--- config.mk ---
export PLATFORM = sky130hd
export DESIGN_NAME = cascade_ctrl
export DESIGN_NICKNAME = d
export VERILOG_FILES = /design/src/rtl/pic_pkg.sv /design/src/rtl/inta_edge_det.sv /design/src/rtl/cascade_ctrl.sv
export SDC_FILE = /design/constraint.sdc
export NUM_CORES = 1
export LEC_CHECK = 0
export BUFFER_PORTS_ARGS = -buffer_cell sky130_fd_sc_hd__buf_4
export CORE_MARGIN = 3
export CORE_UTILIZATION = 40
export CTS_BUF_LIST = sky130_fd_sc_hd__clkbuf_8
export CTS_CLUSTER_DIAMETER = 150
export DETAILED_ROUTE_END_ITERATION = 12
export PLACE_DENSITY_LB_ADDON = 0.1
export SKIP_CTS_REPAIR_TIMING = 1
export SYNTH_ARGS = -nofsm -noshare
export SYNTH_HDL_FRONTEND = slang
export SYNTH_SLANG_ARGS = --single-unit
--- constraint.sdc ---
create_clock -name clk -period 1.3 [get_ports clk]
set_input_delay 0.065 -clock clk [delete_from_list [all_inputs] [get_ports clk]]
set_output_delay 0.065 -clock clk [all_outputs]
set_load 0.02 [all_outputs]
--- src/rtl/pic_pkg.sv ---
// Shared types and constants for the PIC cascade logic.
package pic_pkg;

   localparam int CAS_W_DEF = 3;

   typedef enum logic [1:0] {
      IDLE = 2'd0,
      ACK1 = 2'd1,
      GAP1 = 2'd2,
      ACK2 = 2'd3
   } inta_state_t;

   localparam logic [1:0] INTA_PHASE_IDLE   = 2'd0;
   localparam logic [1:0] INTA_PHASE_FIRST  = 2'd1;
   localparam logic [1:0] INTA_PHASE_SECOND = 2'd2;

endpackage

--- src/rtl/inta_edge_det.sv ---
// Registered edge detector for an active-low strobe: one-cycle fall and rise pulses
// derived from a registered copy of the signal.
module inta_edge_det (
   input  logic clk,
   input  logic rst_n,
   input  logic sig_n,
   output logic fall,
   output logic rise
);

   logic sig_q;

   // Idle level of an active-low strobe is high, so reset the copy high to avoid a false fall.
   always_ff @(posedge clk) begin
      if (!rst_n) sig_q <= 1'b1;
      else        sig_q <= sig_n;
   end

   assign fall = sig_q & ~sig_n;
   assign rise = ~sig_q & sig_n;

endmodule

--- src/rtl/cascade_ctrl.sv ---
// Clocked PIC cascade controller: ICW3 register, INTA sequence FSM, CAS bus drive and
// vector-drive grant. Optional buffered-mode master select is enabled by defining BUF_MODE_EN.
module cascade_ctrl
   import pic_pkg::*;
#(
   parameter int CAS_W  = CAS_W_DEF,
   parameter int NUM_IR = 2**CAS_W
) (
   input  logic              clk,
   input  logic              rst_n,
   input  logic              icw3_wr,
   input  logic [NUM_IR-1:0] icw3_data,
   input  logic              sngl,
   input  logic              sp_en_n,
   input  logic              inta_n,
   input  logic [CAS_W-1:0]  ack_ir,
   input  logic              ack_valid,
   input  logic [CAS_W-1:0]  cas_i,
`ifdef BUF_MODE_EN
   input  logic              buf_mode,
   input  logic              buf_ms,
   output logic              en_n,
`endif
   output logic [CAS_W-1:0]  cas_o,
   output logic              cas_oe,
   output logic              is_master,
   output logic [CAS_W-1:0]  slave_id,
   output logic              vec_drv,
   output logic [1:0]        inta_phase
);

   inta_state_t       state_reg, state_next;
   logic [NUM_IR-1:0] icw3_reg;
   logic [CAS_W-1:0]  ir_q;
   logic [CAS_W-1:0]  seq_id_reg;
   logic              slv_hit_reg;
   logic              valid_reg;
   logic              match_reg;
   logic              seq_master_reg;
   logic              seq_sngl_reg;
   logic              is_master_reg;
   logic              master_sel;
   logic              inta_fall;
   logic              inta_rise;

   inta_edge_det u_inta_edge (
      .clk   (clk),
      .rst_n (rst_n),
      .sig_n (inta_n),
      .fall  (inta_fall),
      .rise  (inta_rise)
   );

`ifdef BUF_MODE_EN
   assign master_sel = buf_mode ? buf_ms : sp_en_n;
`else
   assign master_sel = sp_en_n;
`endif

   always_comb begin
      state_next = state_reg;
      case (state_reg)
         IDLE:    if (inta_fall) state_next = ACK1;
         ACK1:    if (inta_rise) state_next = GAP1;
         GAP1:    if (inta_fall) state_next = ACK2;
         ACK2:    if (inta_rise) state_next = IDLE;
         default: state_next = IDLE;
      endcase
   end

   // Mode, IR, hit and ID are frozen at the first fall so mid-sequence config changes wait for IDLE.
   always_ff @(posedge clk) begin
      if (!rst_n) begin
         state_reg      <= IDLE;
         icw3_reg       <= '0;
         ir_q           <= '0;
         seq_id_reg     <= '0;
         slv_hit_reg    <= 1'b0;
         valid_reg      <= 1'b0;
         match_reg      <= 1'b0;
         seq_master_reg <= 1'b0;
         seq_sngl_reg   <= 1'b0;
         is_master_reg  <= 1'b0;
      end else begin
         state_reg     <= state_next;
         is_master_reg <= sngl | master_sel;
         if (icw3_wr) icw3_reg <= icw3_data;
         if (state_reg == IDLE && inta_fall) begin
            ir_q           <= ack_ir;
            slv_hit_reg    <= icw3_reg[ack_ir] & ack_valid;
            valid_reg      <= ack_valid;
            seq_id_reg     <= icw3_reg[CAS_W-1:0];
            seq_master_reg <= sngl | master_sel;
            seq_sngl_reg   <= sngl;
            match_reg      <= 1'b0;
         end
         if (state_reg == GAP1 && inta_fall)
            match_reg <= (cas_i == seq_id_reg);
      end
   end

   always_comb begin
      cas_oe = (state_reg != IDLE) & seq_master_reg & ~seq_sngl_reg & slv_hit_reg;
      cas_o  = cas_oe ? ir_q : '0;
      vec_drv = 1'b0;
      if (state_reg == ACK2 && valid_reg) begin
         if (seq_sngl_reg)        vec_drv = 1'b1;
         else if (seq_master_reg) vec_drv = ~slv_hit_reg;
         else                     vec_drv = match_reg;
      end
      case (state_reg)
         ACK1:    inta_phase = INTA_PHASE_FIRST;
         ACK2:    inta_phase = INTA_PHASE_SECOND;
         default: inta_phase = INTA_PHASE_IDLE;
      endcase
   end

   assign is_master = is_master_reg;
   assign slave_id  = icw3_reg[CAS_W-1:0];

`ifdef BUF_MODE_EN
   assign en_n = ~(cas_oe | vec_drv);
`endif

endmodule
==> After elaboration in Yosys (flattened, before gate mapping) <==
Cells that the tools add are included.
W data, S select, Z words.
{ "totals": {"input_bits": 21, "reg_bits": 23, "word_cells": 52, "output_inout_bits": 11} }
{ "op_classes": {"mux": 14, "order_cmp": 1, "n_bitwise": 11, "eq_ne": 8, "reduce_logical": 7} }
{ "op_table": {"columns": ["cell", "n"], "rows": [
  ["$mux W2", 4],
  ["$ne A2 B2 Y1 const B", 4],
  ["$pmux W2 S4", 1],
  ["$and A1 B1 Y1", 6],
  ["$mux W1", 6],
  ["$eq A2 B2 Y1 const B", 2],
  ["$lt A3 B4 Y1 const B", 1],
  ["$not A1 Y1", 4],
  ["$pmux W2 S2", 1],
  ["$reduce_and A4 Y1", 1],
  ["$reduce_bool A2 Y1", 2],
  ["$bmux W1 S3", 1],
  ["$eq A3 B3 Y1", 1],
  ["$logic_and A1 B1 Y1", 3],
  ["$mux W3", 1],
  ["$eq A2 B1 Y1 const B", 1],
  ["$logic_not A2 Y1", 1],
  ["$or A1 B1 Y1", 1]
]} }

==> Logic depth before layout (Yosys ltp) <==
{ "depth": {"ltp_word": 5, "mapped_depth": 6, "mapped_depth_nobuf": 6} }

==> By module <==
From an unflattened synthesis, not the netlist that was laid out.
{ "hier_totals": {"hier_cells": 122, "area_unflattened_um2": 1088.5} }
{ "modules_own_cells": {"columns": ["mod", "area_per_inst_um2", "cells_each", "seq_area_each_um2", "n_inst"], "rows": [
  ["cascade_ctrl", 1049.8, 118, 440.4, 1],
  ["inta_edge_det", 38.8, 4, 20.0, 1]
]} }

==> Worst setup path after synthesis <==
OpenSTA, ideal clock, no wires.
{ "synth_timing": {"path_type": "reg-to-output", "start": "register state_reg[0]", "end": "output port cas_o[0]", "arrival_time_ns": 1.358, "path_slack_ns": -0.123, "required_time_ns": 1.235, "stages_incl_launch_ff": 5, "path_buffers": 0, "cell_sequence": "dfxtp_1 > inv_1 > ha_1 > and4bb_2 > and2_1"} }
{ "synth_between": {"elab_chain_len": 5} }
{ "synth_lines": {"columns": ["element", "line_no", "rtl"], "rows": [
  ["start: declaration", "cascade_ctrl.sv:32", "inta_state_t state_reg, state_next;"],
  ["start signal: assignment", "cascade_ctrl.sv:85", "state_reg <= state_next;"],
  ["$reduce_bool A2 Y1", "cascade_ctrl.sv:103", "cas_oe = (state_reg != IDLE) & seq_master_reg & ~seq_sngl_reg & slv_hit_reg;"],
  ["$and A1 B1 Y1 (3 in a row)", "cascade_ctrl.sv:103", null],
  ["via cas_oe", "cascade_ctrl.sv:25", "output logic cas_oe,"],
  ["$mux W3", "cascade_ctrl.sv:104", "cas_o = cas_oe ? ir_q : '0;"],
  ["end: declaration", "cascade_ctrl.sv:24", "output logic [CAS_W-1:0] cas_o,"]
]} }
The timed path passes the listed nets, and every way through them passes these cells.

==> Worst setup path after layout <==
{ "layout_timing": {"start": "register state_reg[0]", "end": "output port cas_o[1]"} }
{ "layout_between": {"elab_chain_len": 5} }
{ "layout_lines": {"columns": ["element", "line_no"], "rows": [
  ["$reduce_bool A2 Y1", "cascade_ctrl.sv:103"],
  ["$and A1 B1 Y1 (3 in a row)", "cascade_ctrl.sv:103"],
  ["$mux W3", "cascade_ctrl.sv:104"]
]} }
No other way between the ends.

==> metrics.cfg <==
[global_route]
use_met2_pct=26.3
use_met1_pct=17.6
use_met3_pct=2.63
grt_max_degree=13
antenna_found_initial=0
track_usage_pct=15.0
grt_overflow=0
grt_busiest_layer=met2
grt_pass1_vias=965
grt_pass1_wl_microns=3930

[final_layout]
fillCellCount=210
final_cells=199
finalInstanceArea_sq_um=1720
fin_util_pct=67.0
areaGrowthSynthToFinish_pct=53.5
drive_above_1_share_pct=52.7
largest_reg_flops=8
diodes=0
nets=197

[timing]
hold_viol=0
fmax_mhz=662
post-route-min-period_ns=1.51
clock_skew_ns=0.00437
rsz0062_at_grt=true
worstMarginPinSlew_ns=0.233
period_share_pct=116
slew_violations=0
max_slew_margin_pct=84.3
whs_ns=0.00153
setup_ws_ns=-0.210
final-setup-viol-count=17

[floorplanning]
dieWidth_microns=58.9
coreArea_sq_um=2570
start_util_pct=43.6
rows=18
die_h_microns=58.9
pin_count=32
dieArea_sq_um=3470

[yosys]
ys_seq_area_share_pct=41.1
syn_avg_cell_area_sq_um=9.03
synthTopCellsByArea=dfxtp_1 41%, mux2i_1 8.0%, ha_1 6.7%
synth_edf_count=0
syn_area_sq_um=1120
synth_top_cell_by_area=dfxtp_1
ys.flop_type=dfxtp_1
ys_seq_elements=23
synth.top_cell.area_share_pct=41.1
synth_cell_type_count=31
synth_async_sr_flop_share_pct=0
synth_nets=151
postSynthCellCount=124
synth.most_common_cell=dfxtp_1
synth_common_cells=23 x dfxtp_1, 18 x nand2_1, 15 x nor2_1
yosysWarnings=0

[power]
power_leakage_nw=0.816
cellPowerDensity_nw_per_um2=1170
ir_worst_vdd_mv=0.789

[worst_setup_path]
r2r_start=state_reg[0]$_SDFFE_PN0P_
critPathRequiredTime_ns=1.24
cp_max_fo=4
crit_type=reg -> out
critPathCapture=cas_o[1]
cp.arrival_ns=1.45
r2r_slack_ns=-0.19
cp-startpoint=state_reg[0]$_SDFFE_PN0P_
r2r_end=state_reg[1]$_SDFFE_PN0P_
reg2regPathDepth=8
endpoint_kind=output pin
startpoint_type=flop

[min_path]
hp-class=in -> reg

[placed_design]
dp_cells=188
hpwl_microns=1880
placed_cell_area_sq_um=1440
place_congestion=0.681
io_buffer_count=31

[routing]
ant_nets=0
vias_per_cell=5.03
routedWlPerCell_microns=13.2
drtIter0Drc=24
vias=1000
drt-pass1-iter-count=4
drc=0
drt-total-wl_microns=2630

[job]
cap_violations=0

[clocking]
root_buffer=clkbuf_8
clock_path_buffers=2
path_clk_slew_ns=0.08
cts-buffers-inserted=3
htreeDepth=1
cts_tree=yes
cts.sinks=23
clk_latency_ns=0.26

[status]
violations=setup timing
status=finished with violations

## metrics by stage
step | TNS [ns] | setup WS (ns) | power (mW)
after floorplan | -0.0349 | -0.0116 | 1.13
after global placement | -0.0401 | -0.0391 | 1.31
after global routing | -2.48 | -0.263 | 2.14
final | -1.61 | -0.210 | 2.01
after detailed placement | -0.201 | -0.102 | 1.33
after CTS | -1.61 | -0.337 | 1.77
## worst min-delay path by stage
stage                      from                            to  slack, ns  depth (start not counted)
after floorplan           rst_n  u_inta_edge.sig_q$_SDFF_PN1_       0.14                          1
after global placement    rst_n  u_inta_edge.sig_q$_SDFF_PN1_       0.28                          2
after detailed placement  rst_n  u_inta_edge.sig_q$_SDFF_PN1_       0.29                          2
after CTS                 rst_n  u_inta_edge.sig_q$_SDFF_PN1_     -0.002                          2
after global routing      rst_n  u_inta_edge.sig_q$_SDFF_PN1_      0.006                          2
final                     rst_n  u_inta_edge.sig_q$_SDFF_PN1_      0.002                          2
## layer usage
layer  wire length, microns  vias up
met5                      0        -
met4                     56        0
li1                       -      507
met2                   1340       27
met3                    119        6
met1                   1110      460
## kinds of logic after synthesis
kind of cell | Yosys count | synth area share, %
AOI/OAI and AO/OA | 22 | 11.8
buffers and inverters | 10 | 5.14
DFF | 23 | 41.1
adders and majority gates | 6 | 6.70
muxes | 11 | 11.4
and+or+nand+nor | 49 | 21.5
xor gates and xnor gates | 3 | 2.35
## power breakdown
group	switching [mW]	internal, mW	leakage, nW	total (mW)
clock	0.223	0.211	0.0269	0.433
sequential	0.0461	0.767	0.190	0.813
combinational	0.359	0.401	0.599	0.760
total	0.628	1.38	0.816	2.01
## area by class of cell
cell class	instances	area (sq um)	area share (%)
multi-input cells	91	756	44.0
clock buffers	3	41.3	2.40
inverters	3	11.3	0.655
well taps	30	37.5	2.18
flip-flops and latches	23	463	26.9
repair buffers	48	407	23.7
clock inverters	1	3.75	0.218
## critical path, cell delays in order (launching register included)
cell and delay, ns:
dfxtp_2 0.36, inv_2 0.06, ha_4 0.16, and4bb_4 0.35, and2_4 0.15, buf_6 0.11
## layout by cell type (no fill, tap or decap), types with 2 or more instances in the layout
master	instances
buf_4	38
ha_1	3
a21oi_1	3
nand3b_1	2
nor2_1	13
buf_6	9
xor2_1	2
ha_4	2
nand2_4	9
clkbuf_8	3
dfxtp_2	2
o21ai_0	3
mux2i_1	9
nand4_1	2
nor2_2	2
dfxtp_1	21
nand2_1	9
nand3_1	3
and2_4	4
a21oi_2	10
inv_1	2
inv_2	2
No activity file was read; power rests on OpenSTA's default activity.
